$ cat src/rtl/mips_int_pkg.sv
// Shared definitions for the vectored interrupt controller of the multicycle MIPS core.
// Latency: n/a (types, constants and a width helper only).
// Backpressure: n/a.
package mips_int_pkg;

    // Controller phases: waiting for work, requesting the core, handler running.
    typedef enum logic [1:0] {
        ST_IDLE    = 2'd0,
        ST_REQ     = 2'd1,
        ST_SERVICE = 2'd2
    } state_t;

    // Register map, word-indexed on the 2-bit register port.
    localparam logic [1:0] ADDR_PEND = 2'd0;
    localparam logic [1:0] ADDR_MASK = 2'd1;
    localparam logic [1:0] ADDR_INSV = 2'd2;
    localparam logic [1:0] ADDR_CTRL = 2'd3;

    // CTRL layout: global enable in bit 0, current source ID starting at bit 8.
    localparam int CTRL_GEN_BIT = 0;
    localparam int CTRL_ID_LSB  = 8;

    // A single source still needs a 1-bit ID.
    function automatic int id_width(input int n);
        return (n > 1) ? $clog2(n) : 1;
    endfunction

endpackage

$ cat src/rtl/mips_int_prio_enc.sv
// Fixed-priority encoder: reports whether any request is set and the lowest set index.
// Latency: combinational, zero cycles.
// Backpressure: none; purely a function of the request vector.
// Ports: req (one bit per source), any (at least one bit set), idx (lowest set index, 0 when none).
module mips_int_prio_enc
    import mips_int_pkg::*;
#(
    parameter  int NUM_SRC = 8,
    localparam int ID_W    = id_width(NUM_SRC)
) (
    input  logic [NUM_SRC-1:0] req,
    output logic               any,
    output logic [ID_W-1:0]    idx
);

    // Scan from the top down so the lowest set index is the last one written.
    always_comb begin
        any = |req;
        idx = '0;
        for (int i = NUM_SRC - 1; i >= 0; i--) begin
            if (req[i]) begin
                idx = ID_W'(i);
            end
        end
    end

endmodule

$ cat src/rtl/mips_int_ctrl.sv
// Vectored interrupt controller: NUM_SRC rising-edge sources, per-source mask, fixed priority, handler vector for the core.
// Latency: source transition to int_req is 2 cycles (4 with MIPS_INT_SYNC_EN); register reads return 1 cycle after reg_re.
// Backpressure: one source in service at a time; later edges stay pending until int_eoi returns the controller to idle.
// Ports: clk/rst (async active-high); irq_src raw sources; int_req/int_vec/int_id to the control unit, int_ack/int_eoi back;
//        reg_addr/reg_wdata/reg_we/reg_re/reg_rdata form the four-word register port (PENDING, MASK, INSERVICE, CTRL).
// Build option: define MIPS_INT_SYNC_EN to put a 2-flop synchronizer on every irq_src bit ahead of edge detection.
module mips_int_ctrl
    import mips_int_pkg::*;
#(
    parameter  int          NUM_SRC   = 8,
    parameter  logic [31:0] VEC_BASE  = 32'h0000_0180,
    parameter  int          VEC_SHIFT = 4,
    localparam int          ID_W      = id_width(NUM_SRC)
) (
    input  logic               clk,
    input  logic               rst,
    input  logic [NUM_SRC-1:0] irq_src,
    output logic               int_req,
    output logic [31:0]        int_vec,
    output logic [ID_W-1:0]    int_id,
    input  logic               int_ack,
    input  logic               int_eoi,
    input  logic [1:0]         reg_addr,
    input  logic [31:0]        reg_wdata,
    input  logic               reg_we,
    input  logic               reg_re,
    output logic [31:0]        reg_rdata
);

    logic [NUM_SRC-1:0] irq_s;
    logic [NUM_SRC-1:0] irq_prev;
    logic [NUM_SRC-1:0] edges;
    logic [NUM_SRC-1:0] pending;
    logic [NUM_SRC-1:0] mask;
    logic [NUM_SRC-1:0] inservice;
    logic [NUM_SRC-1:0] active;
    logic [NUM_SRC-1:0] id_onehot;
    logic [NUM_SRC-1:0] pend_clr;
    logic [NUM_SRC-1:0] ack_clr;
    logic               gen;
    logic               enc_any;
    logic [ID_W-1:0]    enc_idx;
    logic [ID_W-1:0]    id;
    logic               ack_fire;
    logic               eoi_fire;
    logic [31:0]        rd_mux;
    state_t             state;

    // Only the low NUM_SRC bits (or bit 0 for CTRL) of a write are meaningful.
    logic               unused_wdata;
    assign unused_wdata = ^reg_wdata;

`ifdef MIPS_INT_SYNC_EN
    logic [NUM_SRC-1:0] sync_q1;
    logic [NUM_SRC-1:0] sync_q2;

    always_ff @(posedge clk or posedge rst) begin
        if (rst) begin
            sync_q1 <= '0;
            sync_q2 <= '0;
        end else begin
            sync_q1 <= irq_src;
            sync_q2 <= sync_q1;
        end
    end

    assign irq_s = sync_q2;
`else
    assign irq_s = irq_src;
`endif

    always_ff @(posedge clk or posedge rst) begin
        if (rst) begin
            irq_prev <= '0;
        end else begin
            irq_prev <= irq_s;
        end
    end

    assign edges    = irq_s & ~irq_prev;
    assign active   = pending & mask;
    assign ack_fire = (state == ST_REQ) && int_ack;
    assign eoi_fire = (state == ST_SERVICE) && int_eoi;

    mips_int_prio_enc #(
        .NUM_SRC (NUM_SRC)
    ) u_prio_enc (
        .req (active),
        .any (enc_any),
        .idx (enc_idx)
    );

    always_comb begin
        id_onehot = '0;
        for (int i = 0; i < NUM_SRC; i++) begin
            id_onehot[i] = (id == ID_W'(i));
        end
    end

    assign pend_clr = (reg_we && (reg_addr == ADDR_PEND)) ? reg_wdata[NUM_SRC-1:0] : '0;
    assign ack_clr  = ack_fire ? id_onehot : '0;

    // A fresh edge is OR-ed in last, so it wins over both a software clear and the ack clear.
    always_ff @(posedge clk or posedge rst) begin
        if (rst) begin
            pending <= '0;
        end else begin
            pending <= (pending & ~pend_clr & ~ack_clr) | edges;
        end
    end

    always_ff @(posedge clk or posedge rst) begin
        if (rst) begin
            mask <= '0;
            gen  <= 1'b0;
        end else if (reg_we) begin
            if (reg_addr == ADDR_MASK) begin
                mask <= reg_wdata[NUM_SRC-1:0];
            end
            if (reg_addr == ADDR_CTRL) begin
                gen <= reg_wdata[CTRL_GEN_BIT];
            end
        end
    end

    always_ff @(posedge clk or posedge rst) begin
        if (rst) begin
            inservice <= '0;
        end else if (ack_fire) begin
            inservice <= id_onehot;
        end else if (eoi_fire) begin
            inservice <= '0;
        end
    end

    // Once in REQ the request is held until the ack, whatever software does to mask, GEN or PENDING.
    always_ff @(posedge clk or posedge rst) begin
        if (rst) begin
            state <= ST_IDLE;
            id    <= '0;
        end else begin
            case (state)
                ST_IDLE: begin
                    if (gen && enc_any) begin
                        id    <= enc_idx;
                        state <= ST_REQ;
                    end
                end
                ST_REQ: begin
                    if (int_ack) begin
                        state <= ST_SERVICE;
                    end
                end
                ST_SERVICE: begin
                    if (int_eoi) begin
                        state <= ST_IDLE;
                    end
                end
                default: state <= ST_IDLE;
            endcase
        end
    end

    // id only changes on IDLE->REQ, so ID and vector stay stable through service and show the last value while idle.
    assign int_req = (state == ST_REQ);
    assign int_id  = id;
    assign int_vec = VEC_BASE + (32'(id) << VEC_SHIFT);

    always_comb begin
        rd_mux = '0;
        case (reg_addr)
            ADDR_PEND: rd_mux[NUM_SRC-1:0] = pending;
            ADDR_MASK: rd_mux[NUM_SRC-1:0] = mask;
            ADDR_INSV: rd_mux[NUM_SRC-1:0] = inservice;
            default: begin
                rd_mux[CTRL_GEN_BIT]          = gen;
                rd_mux[CTRL_ID_LSB +: ID_W]   = id;
            end
        endcase
    end

    always_ff @(posedge clk or posedge rst) begin
        if (rst) begin
            reg_rdata <= '0;
        end else if (reg_re) begin
            reg_rdata <= rd_mux;
        end
    end

endmodule

$ cat config.mk
export PLATFORM = sky130hd
export DESIGN_NAME = mips_int_ctrl
export DESIGN_NICKNAME = d
export VERILOG_FILES = /design/src/rtl/mips_int_pkg.sv /design/src/rtl/mips_int_prio_enc.sv /design/src/rtl/mips_int_ctrl.sv
export SDC_FILE = /design/constraint.sdc
export NUM_CORES = 1
export LEC_CHECK = 0
export ABC_AREA = 1
export BUFFER_PORTS_ARGS = -buffer_cell sky130_fd_sc_hd__buf_2
export CAP_MARGIN = 20
export CORE_MARGIN = 2
export CORE_UTILIZATION = 30
export CTS_BUF_LIST = sky130_fd_sc_hd__clkbuf_8
export DETAILED_ROUTE_END_ITERATION = 8
export PLACE_DENSITY_LB_ADDON = 0.12
export SLEW_MARGIN = 20
export SYNTH_ARGS = -nofsm -noshare
export SYNTH_HDL_FRONTEND = slang
export SYNTH_SLANG_ARGS = --single-unit
export TNS_END_PERCENT = 50
$ cat constraint.sdc
create_clock -name clk -period 1.5 [get_ports clk]
set_input_delay 0.225 -clock clk [delete_from_list [all_inputs] [get_ports clk]]
set_output_delay 0.225 -clock clk [all_outputs]
set_load 0.005 [all_outputs]
==> results.md, run 1 <==
* Hold EP: irq_prev[4]
* DRT Wirelength at between 5 and 6 mm
* Sw Ratio at 0.359
* M1 wire length at 2.76 mm
* Most frequent cells after synthesis: nand2_1, buf_4, dfrtp_1, inv_1, o21ai_1
* Worst hold start: irq_src[4]
* VDD IR-drop max at 0.423 mV
* FF+latch count, synth at 49
* Max Cap Viol at 0
* Reg2reg end: pending[1]
* Crit-path max cell delay at 400 ps
* RePlAce Congestion at 0.799
* Layout Utilization at 0.340
* Reg2Reg Depth at 6
* Clock Power Share at 0.204
* Initial antenna violation count at 0
* Hold path cells at 1
* Slew Viols, Final at 0
* Tot Pwr at 3.66 mW
* Met2 wire length at roughly 2.5 mm
* Via count at approximately 1900
* DP Cell Count at 444
* DR DRC count at 0
* Final worst slack at 217 ps
* Post-CTS Setup Inserts at 0
* Top-count cell post-synth: nand2_1
* HPWL after DPL at roughly 4.2 mm
* Comb pwr share at 0.291
* Starting Density at 0.314
* Synth unique cells at 25
* Nets at just under 400
* Cells after Synth at 304
* Total CTS buffers at 5
* Synthesis-to-finish area growth at 8.27%
* Max clock buf depth at 2
* Fmax achieved at 0.780 GHz
* DRT iter0 DRCs at 66
* RR Startpoint: state[1]
* Hold WC Path Type: input pin to register
* P_sw at 1.31 mW
* Main flop type after synthesis: dfrtp_1
* Syn avg cell area at 8.56 sq um
* CTS Root Cell: clkbuf_8
* # resized after CTS at 0
* Slowest CP cell: dfrtp_1
* Post-synth top area cell: dfrtp_1
* Largest net degree at the start of global routing at 50
* Top routing layer in use: met4
* Pwr/cell area at approximately 1300 nW/um^2
* Setup TNS at 0 ps
* Site row count at 33
* Worst slack, placed at 208 ps
* Post-synth ARST share at 1.00
* Tmin final at 1280 ps
* Critical path arrival at 1060 ps
* N_diodes at 0
* Clk sinks at 49
* Post-DRT Antenna Nets at 0
* Outcome: complete, no violations
* Die width at just under 100 um
* Hold Vio Cnt, Final at 0
* Fin crit share at 0.855
* CP cell instances: inv_1 > nand2_2 > inv_2 > buf_2
* Cell internal pwr at between 2 and 2.5 mW
* Sequential element share of the synthesized area at 0.471
* Leak at 1.53 nW
* Unrepaired setup endpoints after global routing: false
* CTS clk-pin slew, worst paths at 90 ps
* Drt pass-1 iters at 4
* Met3 wire length at 317 um
* All-Layer GR Usage at 0.124
* Hold Buf Count CTS at 1
* Synth top area share at 0.471
* Vias in the first global route at between 1500 and 2000
* Clock skew at 5.59 ps
* Main area contributors after synthesis: dfrtp_1, buf_4, nand2_1
* Critical path class: register to primary output
* Reg2reg setup slack at between 200 and 250 ps
* CP required at 1270 ps
* Later-pin clock latency in the skew report at 300 ps
* Startpoint Class: register
* CTS tree: done
* Vias per cell at around 4.2
* Finished Layout Cells at 453
* Post-synth EDFFs at 0
* Crit-path max FO at 3
* First-pass GRT wire length at 9.30 mm
* Setup violators final at 0
* I/O Buffers at 41
* Filler cells at 911
* I/O pin total at 116
* H-Tree Depth at 2
* Die height at between 90 and 100 um
* Share of cells above drive strength 1 at 0.216
* Crit path capture type: primary output
* Ys Warns at 0
* Core area at 8300 sq um
* Total grt overflow at 0
* Wire per inst at 12.4 um
* Seq pwr share at 0.505
* Die area at 9440 sq um
* Synthesized cell area at 2600 sq um
final cells by class:
type | count | area, sq um | share of cell area
clock buffers | 5 | 68.8 | 0.0244
clock inverters | 3 | 11.3 | 0.00399
inverters | 35 | 131 | 0.0466
multi-input cells | 212 | 1010 | 0.357
flip-flops and latches | 49 | 1230 | 0.435
well taps | 105 | 131 | 0.0466
repair buffers | 44 | 243 | 0.0861
kinds of logic (layout without fill, tap and decap cells):
kind of cell / count (synthesis) / count (layout) / share of synthesized area
buffers and inverters: 91 / 87 / 0.211
AND/OR/NAND/NOR: 111 / 111 / 0.186
AO/OA/AOI/OAI: 51 / 51 / 0.129
flip-flops: 49 / 49 / 0.471
other: 2 / 50 / 0.00288
state kept, by name, indices dropped and copies added, names as in the netlist:
register	flops
reg_rdata	11
inservice	8
irq_prev	8
mask	8
pending	8
int_id	3
state	2
gen	1
per-layer routing:
layer / vias up / track usage
li1: 942 / -
met1: 886 / 0.175
met2: 72 / 0.189
met3: 5 / 0.0273
met4: 0 / 0.0390
met5: - / 0
worst max path at each step:
stage	from	end	slack (ps)	cells after the start
6_report	state[1]	int_req	220	4
5_1_grt	state[1]	pending[7]	80	6
4_1_cts	state[1]	pending[7]	190	6
3_5_place_dp	state[1]	pending[7]	210	6
3_3_place_gp	state[1]	pending[3]	230	6
2_1_floorplan	rst	gen	100	1
power groups by stage:
stage / Clock [mW] / Sequential [mW] / Combinational [mW]
final: 0.747 / 1.85 / 1.07
after global routing: 0.834 / 1.89 / 1.23
after CTS: 0.798 / 1.85 / 1.08
after detailed placement: 0 / 1.87 / 1.07
after global placement: 0 / 1.87 / 1.07
after floorplan: 0 / 1.82 / 0.859
stage by stage:
stage               area, sq um  hold WS (ps)
finish                     2820          33.9
floorplan                  2780           256
global placement           2730           294
global route               2820          29.3
CTS                        2820          21.9
detailed placement         2730           292
cell usage in the layout, fill, tap and decap left out, drive strengths merged:
cell type    Yosys  layout
a31o             5       5
inv             34      37
clkinv           1       1
o22ai           11      11
dfrtp           49      49
dlygate4sd3      0       1
nand3b           1       1
a21oi            3       3
nor3             1       1
clkbuf           0       5
o21ai           28      28
nor2            16      16
buf             56      43
o211ai           2       2
conb             2      50
nand3           10      10
nand2           83      83
o31ai            1       1
a21boi           1       1
worst max-delay path: cells and delay by family (launching register included):
family                 cells  cell delay [ps]
AND/OR/NAND/NOR            1              100
flip-flops                 1              400
buffers and inverters      3              270
No activity file was read; power rests on OpenSTA's default activity.
==> run 2, diff against run 1 <==
CORE_UTILIZATION = 53   (was 30)
clock period = 1.6 ns   (was 1.5 ns; I/O delays follow)
==> run 2 against run 1 <==
Clock skew grew 1.6 ps. Hold slack improved by 20 ps. Count of clock-buffer cells in the layout is the same. Total power up 2.4%. Flip-flop and latch count is the same. Global-route usage is 7.0 points higher. Non-clock buffer count did not move. Largest power group unchanged.
==> results.md, run 2 (same netlist as run 1, synthesis figures left out) <==
* Total CTS buffers at 5 (unchanged)
* Pwr/cell area at 1330 nW/um^2 (+2.2%)
* DP Cell Count at 406 (-8.6%)
* Leak at 1.54 nW (+1.1%)
* Setup TNS at 0 ps (unchanged)
* Layout Utilization at 0.598 (+0.258)
* Tmin final at about 1300 ps
* Crit path capture type: register
* Nets at 395 (unchanged)
* Number of flip-flops in the largest register at 11 (unchanged)
* I/O pin total at 116 (unchanged)
* Core area at 4720 sq um (-43%)
* Via count at 1874 (-1.6%)
* VDD IR-drop max at 0.675 mV (+60%)
* Die width at 74.1 um (-24%)
* Setup violators final at 0 (unchanged)
* First-pass GRT wire length at 7.98 mm (-14%)
* Fin crit share at 0.804
* Initial antenna violation count at 0 (unchanged)
* All-Layer GR Usage at 0.194 (+0.0698)
* Vias per cell at 4.52 (+7.4%)
* Synthesis-to-finish area growth at 8.51%
* RePlAce Congestion at 0.855 (+7.0%)
* Fmax achieved at 0.777 GHz
* Site row count at 25 (-24%)
* Vias in the first global route at 1662 (-7.2%)
* Critical path class: register to register
* Die area at 5490 sq um (-42%)
* H-Tree Depth at 2 (unchanged)
* Share of cells above drive strength 1 at 0.224 (+0.00862)
* Unrepaired setup endpoints after global routing: false
* Max clock buf depth at 2 (unchanged)
* Outcome: complete, no violations
* Wire per inst at 11.7 um (-5.0%)
* Tot Pwr at 3.75 mW (+2.4%)
* DRT Wirelength at 4.87 mm (-13%)
* Commonest non-fill, non-tap cell in the layout: nand2_1
* Die height at 74.1 um (-24%)
* Hold WC Path Type: input pin to register
* Total grt overflow at 0 (unchanged)
* Starting Density at 0.551 (+0.238)
* Clock skew at 7.20 ps (+1.61 ps)
* DRT iter0 DRCs at 131 (+98%)
* CTS clk-pin slew, worst paths at 90 ps (about the same)
* Finished Layout Cells at 415 (-8.4%)
* Drt pass-1 iters at 6 (+2)
* HPWL after DPL at 3.66 mm (-12%)
* DR DRC count at 0 (unchanged)
* Later-pin clock latency in the skew report at 300 ps (about the same)
* Top reg by flops: reg_rdata
* Critical path arrival at 1470 ps (+410 ps)
* I/O Buffers at 41 (unchanged)
* Max Cap Viol at 0 (unchanged)
* Largest net degree at the start of global routing at 50 (unchanged)
* Most frequent cells in the layout: nand2_1, conb_1, dfrtp_1
* Reg2reg setup slack at 310 ps (+100 ps)
* Clk sinks at 49 (unchanged)
* Post-DRT Antenna Nets at 0 (unchanged)
* Crit-path max FO at 6 (+3)
* Slew Viols, Final at 0 (unchanged)
* CTS Root Cell: clkbuf_8
* Startpoint Class: register
* Filler cells at 450 (-51%)
* N_diodes at 0 (unchanged)
* Post-CTS Setup Inserts at 0 (unchanged)
* CTS tree: done
* Hold Vio Cnt, Final at 0 (unchanged)
* CP required at 1780 ps (+510 ps)
[run 2: final timing paths]
check | start | to | depth (start not counted)
max in group asynchronous | rst | int_id[2] | 4
worst min register to register | irq_prev[1] | pending[1] | 1
worst max-delay path | state[1] | pending[1] | 6
min in group asynchronous | rst | reg_rdata[6] | 4
worst min-delay path | irq_src[2] | irq_prev[2] | 1
worst max register to register | state[1] | pending[1] | 6
[run 2: timing repair]
item                                    4_1_cts  5_1_grt
resized for setup                             0        0
endpoints found under the setup margin        0        0
hold buffers                                  1        0
endpoints found under the hold margin        49        0
[run 2: where the power goes]
group	total, mW	switching, mW	internal (mW)
logic	1.00	0.609	0.396
clock network	1.03	0.408	0.621
registers	1.71	0.202	1.51
[run 2: cell type report]
type,count,area (sq um),area share
sequential,49,1230,0.434
clock inverter,3,65.1,0.0230
multi-input combinational,212,1010,0.357
timing repair buffer,44,243,0.0859
inverter,35,131,0.0465
clock buffer,5,68.8,0.0244
tap,67,83.8,0.0297
[run 2: worst max-delay path, cell delays in order, from the launching register on]
cell	delay [ps]
dfrtp_1	400
inv_1	100
nand2_2	100
nor2_4	140
nand2_2	130
nor2_1	210
o22ai_1	90
[run 2: per-stage QoR]
step | area, sq um | hold slack (ps) | worst slack, ps
after floorplan | 2780 | 271 | 187
after CTS | 2830 | 44.8 | 298
after global routing | 2830 | 42.6 | 195
after global placement | 2680 | 297 | 377
after detailed placement | 2680 | 300 | 341
final | 2830 | 53.5 | 313
[run 2: layer usage]
layer  GRT usage  vias up  routed length (um)
met2       0.313       72                2280
met5           0        -                   0
met1       0.269      847                2270
li1            -      948                   -
met4      0.0525        0                  51
met3      0.0366        7                 267
==> run 3, diff against run 2 <==
CORE_UTILIZATION = 44   (was 53)
clock period = 1.1 ns   (was 1.6 ns; I/O delays follow)
==> run 3 against run 2 <==
Design area up 19%. Die area up 19%. First-iteration DRC count down 36%. The run now ends with negative setup slack left. Global-route usage down 1.4 points. Clock power up 14%. Clock skew about the same. Largest power group is now combinational logic. Count of clock-buffer cells in the layout up 2. Combinational power rose to 2.6 times the previous value. Critical path depth down 1. Routed wire length up 16%. Non-clock buffer count up 42. Sequential power up 44%. Critical path type is now register to primary output.
==> results.md, run 3 (same netlist as run 1, synthesis figures left out) <==
* Clock skew at 7.58 ps (+0.384 ps)
* Die height at 80.9 um (+9.2%)
* Via count at 2054 (+9.6%)
* I/O pin total at 116 (unchanged)
* Worst hold start: int_ack
* Fmax achieved at between 0.7 and 0.8 GHz
* Reg2Reg Depth at 6 (unchanged)
* Share of cells above drive strength 1 at 0.351 (+0.127)
* CTS clk-pin slew, worst paths at 80 ps (about the same)
* HPWL after DPL at 4.10 mm (+12%)
* Startpoint Class: register
* Hold Vio Cnt, Final at 0 (unchanged)
* Die area at 6550 sq um (+19%)
* I/O Buffers at 41 (unchanged)
* Synthesis-to-finish area growth at 28.7%
* Slew Viols, Final at 0 (unchanged)
* Leak at 1.77 nW (+15%)
* Worst slack, placed at -98.2 ps (-439 ps)
* DR DRC count at 0 (unchanged)
* Tmin final at 1260 ps
* Total grt overflow at 0 (unchanged)
* Starting Density at 0.448 (-0.104)
* Setup violators final at 25 (+25)
* Vias per cell at 4.42 (-2.2%)
* Post-DRT Antenna Nets at 0 (unchanged)
* DRT iter0 DRCs at 84 (-36%)
* Most frequent cells in the layout: nand2_1, conb_1, dfrtp_1
* Unrepaired setup endpoints after global routing: true
* Hold EP: state[0]
* Reg2reg setup slack at -120 ps (-430 ps)
* Commonest non-fill, non-tap cell in the layout: nand2_1
* Initial antenna violation count at 0 (unchanged)
* Reg2reg end: inservice[2]
* H-Tree Depth at 2 (unchanged)
* N_diodes at 0 (unchanged)
* Outcome: finished with violations
* Crit-path max FO at 2 (-4)
* Failing checks: negative setup slack
* First-pass GRT wire length at 9.03 mm (+13%)
* Clk sinks at 49 (unchanged)
* All-Layer GR Usage at 0.180 (-0.0135)
* Hold WC Path Type: input pin to register
* Critical path class: register to primary output
* Fin crit share at 1.15
* Final worst slack at -164 ps (-477 ps)
* Vias in the first global route at 1897 (+14%)
* Nets at 437 (+11%)
* Number of flip-flops in the largest register at 11 (unchanged)
* CTS tree: done
* Critical path arrival at 1100 ps (-370 ps)
* Die width at 80.9 um (+9.2%)
* CP required at 940 ps (-840 ps)
* Crit path capture type: primary output
* Max Cap Viol at 0 (unchanged)
* Later-pin clock latency in the skew report at 300 ps (about the same)
* Site row count at 28 (+12%)
* Core area at 5820 sq um (+23%)
* Pwr/cell area at 1850 nW/um^2 (+40%)
* Top reg by flops: reg_rdata
* DRT Wirelength at 5.66 mm (+16%)
* Largest net degree at the start of global routing at 50 (unchanged)
* RR Startpoint: state[1]
* Wire per inst at 12.2 um (+3.7%)
* Max clock buf depth at 2 (unchanged)
* Total CTS buffers at 5 (unchanged)
* VDD IR-drop max at 0.951 mV (+41%)
* Setup TNS at -2160 ps (-2160 ps)
* CTS Root Cell: clkbuf_8
* Drt pass-1 iters at 6 (unchanged)
* Min Hold Slack at 99.2 ps (+45.7 ps)
* RePlAce Congestion at 0.855 (unchanged)
* Hold path cells at 2 (+1)
==> run 3: changes by cell type in the layout (fill, tap and decap cells not counted), moves of 6 or more <==
cell           delta
nand2_1           -8
buf_6            +13
buf_4            +27
buf_2             -7
nor2_4            +6
dlygate4sd3_1     +8
nor2_1            -9
==> run 3: repair_timing <==
| item | in CTS | in global routing |
|---|---|---|
| gates resized for setup | 32 | 19 |
| hold buffers | 9 | 0 |
| endpoints found under the hold margin | 57 | 0 |
| pin swaps | 6 | 8 |
| buffers inserted | 4 | 3 |
| endpoints found under the setup margin | 27 | 27 |
==> run 3: how the worst max path moves through the flow <==
stage	from	to	slack [ps]	depth (start not counted)
floorplan	state[1]	pending[1]	40	6
global placement	state[0]	int_id[0]	-100	5
detailed placement	state[0]	int_id[0]	-100	5
CTS	state[1]	int_req	-150	5
global route	state[1]	int_req	-210	5
finish	state[1]	int_req	-160	5
==> run 3: cell type report <==
cell class                      instances  area, sq um
Fill cell                             578         2460
Timing Repair Buffer                   86          657
Clock inverter                          1         5.00
Tap cell                               75         93.8
Clock buffer                            7         96.3
Inverter                               35          138
Sequential cell                        49         1230
Multi-Input combinational cell        212         1130
==> run 3: stage by stage <==
step | power, mW | area, sq um | utilization | instances
floorplan | 3.66 | 2790 | - | 352
global placement | 4.33 | 2920 | 0.502 | 442
detailed placement | 4.38 | 2920 | 0.502 | 442
CTS | 5.98 | 3260 | 0.560 | 462
global route | 6.63 | 3350 | 0.576 | 465
finish | 6.21 | 3350 | 0.576 | 465
==> run 3: power by group <==
group | leakage, nW | internal [mW] | total, mW | switching, mW
Combinational | 1.12 | 1.29 | 2.57 | 1.29
Clock | 0.0542 | 0.570 | 1.17 | 0.598
Sequential | 0.600 | 2.20 | 2.47 | 0.267
Total | 1.77 | 4.06 | 6.21 | 2.15
==> run 3: metal layers <==
layer	vias to the layer above	track usage	wire, um
met1	953	0.238	2630
met5	-	0	0
met4	0	0.0356	70
met3	7	0.0333	242
met2	62	0.310	2710
li1	1032	-	-
==> run 3: worst max-delay path, stage by stage, from the launching register on <==
cell and delay [ps]:
dfrtp_1 420, inv_2 90, nand2_4 60, buf_6 120, inv_2 40, buf_6 80
